--- src/rtl/router_fsm_np.sv ---
// router_fsm_np: N-port packet router controller FSM.
// Decodes the header address and sequences header, payload and parity
// writes into the selected output FIFO. Stalls on FIFO-full, waits for a
// busy destination with an optional timeout, and drops packets sent to a
// non-existent port.
//
// Ports:
//   clk, resetn    clock (rising edge), async active-low reset
//   pkt_valid      input byte valid (low with the parity byte)
//   data_in        header address field, used only in DECODE_ADDRESS
//   fifo_full      full flag of the selected FIFO
//   fifo_empty     per-port FIFO empty flags
//   soft_reset     per-port soft-reset requests from the FIFOs
//   parity_done    parity byte has been loaded
//   low_pkt_valid  pkt_valid fell during the full stall
//   write_enb_reg  register-block write enable
//   detect_add, lfd_state, ld_state, laf_state, full_state,
//   rst_int_reg, drop_state   one-hot state flags
//   busy           back-pressure to the source
//   dest_sel       one-hot latched destination
//   timeout_err    one-cycle pulse on a wait-timeout drop
module router_fsm_np #(
  parameter int N_PORTS      = 4,
  parameter int ADDR_W       = 2,
  parameter int WAIT_TIMEOUT = 32,
  parameter int TO_W         = 6
) (
  input  logic               clk,
  input  logic               resetn,
  input  logic               pkt_valid,
  input  logic [ADDR_W-1:0]  data_in,
  input  logic               fifo_full,
  input  logic [N_PORTS-1:0] fifo_empty,
  input  logic [N_PORTS-1:0] soft_reset,
  input  logic               parity_done,
  input  logic               low_pkt_valid,
  output logic               write_enb_reg,
  output logic               detect_add,
  output logic               lfd_state,
  output logic               ld_state,
  output logic               laf_state,
  output logic               full_state,
  output logic               rst_int_reg,
  output logic               drop_state,
  output logic               busy,
  output logic [N_PORTS-1:0] dest_sel,
  output logic               timeout_err
);

  typedef enum logic [3:0] {
    S_DA,
    S_LFD,
    S_LD,
    S_FFS,
    S_LAF,
    S_LP,
    S_CPE,
    S_WTE,
    S_DROP
  } state_t;

  localparam logic [ADDR_W:0] NP_W =
    (ADDR_W+1)'(N_PORTS);
  localparam bit TO_EN = (WAIT_TIMEOUT != 0);
  localparam logic [TO_W-1:0] TO_LAST =
    TO_W'((WAIT_TIMEOUT > 0) ? WAIT_TIMEOUT - 1 : 0);

  state_t             r_state;
  state_t             w_next;
  logic [N_PORTS-1:0] r_dest_sel;
  logic [N_PORTS-1:0] w_dest_next;
  logic [TO_W-1:0]    r_to_cnt;
  logic [TO_W-1:0]    w_to_next;
  logic               r_timeout_err;
  logic               w_timeout_hit;

  logic [N_PORTS-1:0] w_addr_oh;
  logic               w_addr_ok;
  logic               w_addr_empty;
  logic               w_sel_empty;
  logic               w_sel_srst;
  logic               w_to_expired;

  // Header address decode; out-of-range addresses give an all-zero mask.
  always_comb begin
    w_addr_oh = '0;
    for (int i = 0; i < N_PORTS; i++) begin
      w_addr_oh[i] = (data_in == ADDR_W'(i));
    end
  end

  assign w_addr_ok    = ({1'b0, data_in} < NP_W);
  assign w_addr_empty = |(fifo_empty & w_addr_oh);
  assign w_sel_empty  = |(fifo_empty & r_dest_sel);
  assign w_sel_srst   = |(soft_reset & r_dest_sel);
  assign w_to_expired = TO_EN && (r_to_cnt == TO_LAST);

  always_ff @(posedge clk or negedge resetn) begin
    if (!resetn) begin
      r_state       <= S_DA;
      r_dest_sel    <= '0;
      r_to_cnt      <= '0;
      r_timeout_err <= 1'b0;
    end else begin
      r_state       <= w_next;
      r_dest_sel    <= w_dest_next;
      r_to_cnt      <= w_to_next;
      r_timeout_err <= w_timeout_hit;
    end
  end

  always_comb begin
    w_next        = r_state;
    w_dest_next   = r_dest_sel;
    w_timeout_hit = 1'b0;
    unique case (r_state)
      S_DA: begin
        if (pkt_valid) begin
          w_dest_next = w_addr_oh;
          if (!w_addr_ok) begin
            w_next = S_DROP;
          end else if (w_addr_empty) begin
            w_next = S_LFD;
          end else begin
            w_next = S_WTE;
          end
        end
      end
      S_LFD: w_next = S_LD;
      S_LD: begin
        if (fifo_full) begin
          w_next = S_FFS;
        end else if (!pkt_valid) begin
          w_next = S_LP;
        end
      end
      S_FFS: begin
        if (!fifo_full) begin
          w_next = S_LAF;
        end
      end
      S_LAF: begin
        if (parity_done) begin
          w_next = S_DA;
        end else if (low_pkt_valid) begin
          w_next = S_LP;
        end else begin
          w_next = S_LD;
        end
      end
      S_LP: w_next = S_CPE;
      S_CPE: begin
        w_next = fifo_full ? S_FFS : S_DA;
      end
      S_WTE: begin
        // Empty destination wins over an expiring timeout.
        if (w_sel_empty) begin
          w_next = S_LFD;
        end else if (w_to_expired) begin
          w_next        = S_DROP;
          w_timeout_hit = 1'b1;
        end
      end
      S_DROP: begin
        if (!pkt_valid) begin
          w_next = S_DA;
        end
      end
      default: w_next = S_DA;
    endcase
    // Soft reset of the selected port overrides everything,
    // including a timeout drop.
    if (r_state != S_DA && w_sel_srst) begin
      w_next        = S_DA;
      w_timeout_hit = 1'b0;
    end
  end

  // Counter is zero outside WAIT, so it is already clear on entry.
  always_comb begin
    w_to_next = '0;
    if (r_state == S_WTE && w_next == S_WTE) begin
      w_to_next = r_to_cnt + 1'b1;
    end
  end

  always_comb begin
    detect_add    = (r_state == S_DA);
    lfd_state     = (r_state == S_LFD);
    ld_state      = (r_state == S_LD);
    laf_state     = (r_state == S_LAF);
    full_state    = (r_state == S_FFS);
    rst_int_reg   = (r_state == S_CPE);
    drop_state    = (r_state == S_DROP);
    write_enb_reg = (r_state == S_LD) ||
                    (r_state == S_LAF) ||
                    (r_state == S_LP);
    busy          = !((r_state == S_DA) ||
                      (r_state == S_LD));
    dest_sel      = r_dest_sel;
    timeout_err   = r_timeout_err;
  end

endmodule

--- config.mk ---
export PLATFORM = sky130hd
export DESIGN_NAME = router_fsm_np
export DESIGN_NICKNAME = d
export VERILOG_FILES = /design/src/rtl/router_fsm_np.sv
export SDC_FILE = /design/constraint.sdc
export NUM_CORES = 1
export LEC_CHECK = 0
export CORE_UTILIZATION = 29
export CTS_CLUSTER_DIAMETER = 100
export DETAILED_ROUTE_END_ITERATION = 8
export PLACE_DENSITY = 0.53
export SLEW_MARGIN = 5
export SYNTH_ARGS = -nofsm -noshare
export SYNTH_HDL_FRONTEND = slang
export SYNTH_SLANG_ARGS = --single-unit
--- constraint.sdc ---
create_clock -name clk -period 1.9 [get_ports clk]
set_input_delay 0.475 -clock clk [delete_from_list [all_inputs] [get_ports clk]]
set_output_delay 0.475 -clock clk [all_outputs]
set_load 0.005 [all_outputs]
* Word level (Yosys, flattened, before mapping) *
Cells that the tools add are included.

cells by class
  $add $sub $neg = 1
  equal/unequal tests = 13
  muxes and demuxes = 18
  bitwise gates (word level) = 3
  reductions and logical operators = 13

operators by type and width
  kind                                           count
  case mux 4 bit (9 select lines)                1
  two-way mux 4 bit                              8
  == test 4 x 3 -> 1 bit, second input constant  5
  bitwise AND 4 bit                              3
  OR reduction 4 bit                             3
  two-way mux 3 bit                              3
  == test 4 x 2 -> 1 bit, second input constant  2
  adder 6 x 1 -> 6 bit, second input constant    1
  == test 6 x 5 -> 1 bit, second input constant  1
  two-way mux 6 bit                              1
  == test 2 bit, second input constant           2
  == test 4 x 1 -> 1 bit, second input constant  1
  == test 4 bit, second input constant           1
  logical NOT 4 bit                              1
  two-way mux 1 bit                              4
  nonzero test 4 bit                             1
  logical OR 1 bit                               3
  == test 2 x 1 -> 1 bit, second input constant  1
  logical AND 1 bit                              2
  logical NOT 2 bit                              1
  two-way mux 2 bit                              1
  AND reduction 2 bit                            1
  logical NOT 1 bit                              1

word-level totals
  bits in registers = 15
  bits of input ports = 16
  logic and storage cells = 52

* Depth between registers and ports, before layout *
  depth after elaboration = 10
  mapped depth = 5
  depth with buffers taken out = 5

* Worst setup path after synthesis *
Ideal clock, no wire load.

  path type = register -> output
  from = register r_state[2]
  to = output write_enb_reg
  data arrival time = 1.161 ns
  path slack = 0.264 ns
  stages on the path, launching flop included = 4
  cells stage by stage = dfrtp_1 clkbuf_1 mux2_2 nor2_1

between the ends
  cells in the longest elaborated chain, start to end = 3
  elaborated cells between the ends (all ways) = 5
  classes of those cells = 3 x eq/ne; 2 x reduce/logical

RTL lines
  item                                                                     RTL line  RTL
  start: declaration                                                       68        state_t r_state;
  start signal: assignment                                                 105       r_state <= w_next;
  == test 4 x 2 -> 1 bit / == test 4 x 3 -> 1 bit (equally long branches)  195, 196
  logical OR 1 bit                                                         195       write_enb_reg = (r_state == S_LD) ||
  logical OR 1 bit (*)                                                     196       (r_state == S_LAF) ||
  end: declaration                                                         37        output logic write_enb_reg,

Mark *: on every way between the ends. The rest lies on a longest branch, timed or not.

* Final worst setup path *
  from = register r_state[0]
  to = output drop_state

between the ends
  cells in the longest elaborated chain, start to end = 1

RTL lines
  item              RTL line  RTL
  == test 4 bit     194       drop_state = (r_state == S_DROP);
  end: declaration  44        output logic drop_state,

Every way passes these cells.

==> run metrics <==
fin nets=174; Final Wtd Congestion=0.753; Root Driver=clkbuf_4; PwrDens=1090 nW/um2; Req. time, crit path=between 1000 and 1500 ps; GRT Total Usage=0.169; synth top area cells=dfrtp_1 40%, nand2_1 5.2%, nor2_1 4.4%, nor3_1 3.7%, nand2b_1 3.3%; dpl cell area=1410 um2; H-tree Lvls=1; Post-Syn Instances=104; Worst Hold Depth=1; HP Start=r_to_cnt[0]$_DFF_PN0_; Internal Pwr Total=roughly 1.0 mW; Fin Setup TNS=-21.2 ps; R2R depth=6; unrepaired setup endpoints after global routing=true; Max Freq=521 MHz; initial drt markers=15; DRT antenna net count=0; Post-Route WL=about 2700 um; clk_skew=0.640 ps; Flop pwr share=0.278; vias in the first global route=1011; Layout area overhead=59.8%; Max-Cap Viols=0; Worst Path Max Fanout=4; worst skew pair latency=280 ps; Worst-path clk slew=approximately 90 ps; mean post-synth cell area=a little over 9 um2; Finished Layout Cells=200; CP arrival=1450 ps; Final Cycle Share=1.01; Synth cell types=38; GRT overflow=0; reg2reg end=r_state[3]$_DFF_PN0_; fin area=1510 um2; Final Util=0.492; Clock power frac=0.112; # placed instances=191; share of layout cells above drive strength 1=0.321; core area=3080 um2; largest net degree at the start of global routing=16; top cell type by total area after synthesis=dfrtp_1; NetSw=0.633 mW; Yosys reg bits=15; Hold Path End=r_to_cnt[0]$_DFF_PN0_; Post-Syn Nets=121; failing checks=setup timing; Final Hold Fails=0; Worst setup SP type=flop; post-synthesis cell area=947 um2; worst slew pin tran=around 510 ps; Pwr Total=1.66 mW; drt drc=0; Initial Util=0.308; Critical R2R Launch=r_state[0]$_DFF_PN0_; first-pass detailed-route iteration total=4; CTS tree=done; WS Path Type=reg2out; Reg2Reg Setup Slack=~60 ps; status=finished, violations left; Max-slew headroom=0.655; Die H=59.2 um; Async SR Flop Fraction=1.00; CP Capture Type=primary output; synth warn=0; hold_buf cts=0; combinational share of power=0.611; ant diodes=0; per-cell routed wire length=about 14 um; CTS max path bufs=2; DP Wirelength=2040 um; dominant synthesized flop cell=dfrtp_1; initial antenna violation count=0; first-pass GRT wire length=4420 um; Die Area=roughly 3500 um2; most common cell in the netlist=dfrtp_1; Yosys top cell area share=0.396; Fillers=305; Max Slew Vio Count=0; Max IR drop VDD=0.000528 V; crit path from=r_state[0]$_DFF_PN0_; Post-synth EDFFs=0; Leakage Power=0.675 nW; synth cell count leaders=15 x dfrtp_1, 13 x nand2_1, 11 x nor2_1; pre-CTS setup slack=-78.6 ps; CTS Buf Count=3; CTS Sinks=15; DR vias=970; sequential element share of the synthesized area=0.396; setup ws final=-21.2 ps; sw frac=0.382; fin crit period=1920 ps; Ports=30; Min-Delay Path Class=reg2reg; setup violators final=1; hold_ws=around 480 ps; Die Wd=a little under 60 um; via/cell ratio=4.85; cell row count=20; Buffers on Ports=29
==> cells by family after synthesis <==
kind of cell               synth area share
and+or+nand+nor                       0.297
adders and majority gates            0.0132
xor gates and xnor gates             0.0462
muxes                                0.0357
AOI/OAI and AO/OA                     0.176
buffers and inverters                0.0357
DFF                                   0.396
==> metal layers <==
metal,part of all wire,GRT usage,vias to the layer above
met5,0,0,-
met4,0.017,0.0612,0
li1,-,-,474
met1,0.42,0.192,464
met2,0.53,0.318,26
met3,0.035,0.0218,6
==> power groups by stage <==
stage	Clock, mW	Combinational, mW	Sequential, mW
3_3_place_gp	0	0.900	0.469
4_1_cts	0.190	0.967	0.453
6_report	0.185	1.01	0.460
5_1_grt	0.212	1.10	0.472
2_1_floorplan	0	0.453	0.444
3_5_place_dp	0	0.905	0.467
==> critical path: stages, from the launching register on <==
cell     delay (ps)
dfrtp_2         450
buf_6           130
or3_4           380
nor2_4           90
buf_2           110
==> layout make-up <==
| class | instances | area, um2 | area share |
|---|---|---|---|
| clock buffer | 3 | 22.5 | 0.0149 |
| clock inverter | 1 | 5.00 | 0.00331 |
| inverter | 3 | 11.3 | 0.00744 |
| multi-input combinational | 82 | 591 | 0.390 |
| sequential | 15 | 378 | 0.250 |
| tap | 44 | 55.1 | 0.0364 |
| timing repair buffer | 52 | 452 | 0.298 |
==> worst max path at each step <==
stage / end / depth (start not counted)
floorplan: write_enb_reg / 3
global placement: drop_state / 3
detailed placement: r_to_cnt[5]$_DFF_PN0_ / 5
CTS: lfd_state / 3
global route: drop_state / 4
finish: drop_state / 4
==> placed cells by master (no fill, tap or decap), drive strengths merged <==
master and instances:
or3b 1, nor2b 2, nor3 7, a32oi 1, clkinv 1, inv 3, dfrtp 15, xor2 3
or3 2, nor3b 2, nand2b 5, clkdlybuf4s50 20, nor2 11, nor4 2, clkbuf 5, dlymetal6s2s 1
dlygate4sd2 3, a41oi 1, nand2 14, nand3b 1, o22ai 1, nand3 5, a21o 1, a31oi 2
xnor2 2, mux4 1, a22o 2, o21ba 1, o22a 1, o31ai 3, buf 26, ha 1
a22oi 2, and4b 1, o21ai 6, mux2 1
==> registers in the layout, indices dropped and copies added, names as in the netlist <==
name         count
dest_sel         4
timeout_err      1
r_to_cnt         6
r_state          4
==> timing repair <==
item	in CTS	in global routing
buffers inserted	4	2
setup endpoints to repair	9	20
pin swaps	2	4
resized for setup	26	13
endpoints found under the hold margin	0	0
Note: power is estimated with default switching activity, not from simulation.
==> variant: new RTL, same flow settings <==
The parameter `ADDR_W` goes from 2 to 3.
--- a/src/rtl/router_fsm_np.sv
+++ b/src/rtl/router_fsm_np.sv
@@ -21,7 +21,7 @@
 //   timeout_err    one-cycle pulse on a wait-timeout drop
 module router_fsm_np #(
   parameter int N_PORTS      = 4,
-  parameter int ADDR_W       = 2,
+  parameter int ADDR_W       = 3,
   parameter int WAIT_TIMEOUT = 32,
   parameter int TO_W         = 6
 ) (
Interface: changed (resized data_in); port bits go from 30 to 31. The function was not compared with the original's and may differ.
==> variant against the unedited design <==
- the run still ends with setup timing left
- setup slack improved by 0.0064 ns
- routed wire length shrank 0.11%
- sequential cell count unchanged
- combinational power is 39% higher
- design area is 9.0% higher
- total power rose by 24%
- first-iteration DRC count rose by 100%
- clock skew up 0.0024 ns
- die area up 6.5%
- synthesized area is 6.7% higher
- critical path type unchanged
==> variant: results (changes against the unedited design) <==
* Vias per std cell at 4.731 (-2.4%)
* Aggregate global-route resource usage at 16.17% (-0.69 points)
* Largest cells by area after synthesis: dfrtp_1, nor2_1, nand2_1
* Wire length per cell at 12.50 um (-7.5%)
* Violated checks: setup timing
* Placed insts at 200 (+4.7%)
* Leakage power figure at 0.7233 nW (+7.1%)
* Nets@finish at 189 (+8.6%)
* Mapped Nets at 126 (+4.1%)
* Final TNS setup at -0.01484 ns (+0.006368 ns)
* Count of input and output buffers at 30 (+3.4%)
* Worst Skew at 0.003012 ns (+0.002372 ns)
* Maximum vdd drop at 0.4183 mV (-21%)
* Number of global-route vias before repair at 1000 (-1.1%)
* Wire length of the first global-routing pass at 4429 um (+0.16%)
* Run status: complete, but fails checks
* Final RePlAce weighted congestion at 0.8014 (+6.5%)
* Register area share after synthesis at 37.13% (-2.5 points)
* Number of distinct standard cells referenced by the synthesized netlist at 42 (+11%)
* Final count of negative-setup-slack endpoints at 1 (unchanged)
* Transition time at the pin with the least slew margin at 0.3091 ns (-0.2037 ns)
* Fillers at 341 (+12%)
* Top cell types by occurrence after synthesis: nor2_1, dfrtp_1, nand2_1
* Initial DRC Count at 30 (+15)
* Layout cell share with drive strength beyond 1 at 35.88% (+3.8 points)
* Cells after synthesis at 108 (+3.8%)
* Final WS setup at -0.01484 ns (+0.006368 ns)
* Post-detail-place hpwl at 2003 um (-1.8%)
* Number of cells in the finished layout apart from fillers at 216 (+8.0%)
==> variant: cell types whose count changed after synthesis, sizes merged, moves of 2 or more <==
cell    delta
nor2       +6
a21oi      +4
nand3      -3
and4bb     +2
nor3       -2
nor4b      +2
==> variant: per-stage QoR <==
stage                     instance area (um2)  utilization (%)  total power [mW]  worst slack (ns)
after detailed placement                 1484            44.47             1.650           -0.1130
after global routing                     1650            49.46             2.211          -0.05224
final                                    1650            49.46             2.056          -0.01484
after CTS                                1660            49.76             2.063          -0.01592
after floorplan                          1011                -             1.079            0.3291
after global placement                   1484            44.47             1.649           -0.1021
==> variant: report_power, final <==
part / total (mW) / internal [mW] / switching (mW)
registers: 0.475 / 0.396 / 0.0782
logic: 1.40 / 0.799 / 0.598
clock network: 0.185 / 0.0781 / 0.107
total: 2.06 / 1.27 / 0.783
==> variant: critical path, cell delays in order (launching register included) <==
cell	delay (ns)
dfrtp_2	0.43
buf_6	0.13
buf_6	0.12
or3_1	0.35
buf_2	0.13
==> variant: cell type report <==
class	count	area share (%)
clock buffer	3	1.365
clock inverter	1	0.3033
sequential	15	23.05
inverter	3	0.6823
multi-input combinational	86	38.44
timing repair buffer	62	32.68
tap	46	3.487
==> variant: per-layer routing <==
layer / up-vias / wire [um] / track usage, %
met3: 2 / 78 / 2.101
met4: 0 / 17 / 4.870
met2: 22 / 1394 / 29.66
li1: 521 / - / -
met5: - / 0 / 0
met1: 477 / 1211 / 19.61
==> variant: kinds of logic after synthesis <==
| logic type | share of synthesized area [%] |
|---|---|
| multiplexers | 2.228 |
| XOR/XNOR | 3.466 |
| buffers and inverters | 4.579 |
| AO/OA/AOI/OAI | 19.06 |
| flip-flops | 37.13 |
| adder cells (fa/ha/maj) | 1.237 |
| AND/OR/NAND/NOR | 32.30 |
==> variant: path summary, 6_finish.rpt <==
check,from,end,slack [ns],depth (start not counted)
setup / recovery,r_state[2],busy,-0.01,4
min in group asynchronous,resetn,r_state[0],0.50,2
hold reg to reg,r_to_cnt[0],r_to_cnt[0],0.46,1
setup reg to reg,r_state[2],dest_sel[0],0.17,7
max in group asynchronous,resetn,r_state[3],1.21,2
hold / removal,r_to_cnt[0],r_to_cnt[0],0.46,1
==> variant: what timing repair did <==
| action | 4_1_cts | 5_1_grt |
|---|---|---|
| setup endpoints to repair | 9 | 7 |
| gates resized for setup | 41 | 5 |
| setup buffers | 12 | 0 |
| pin swaps | 2 | 1 |
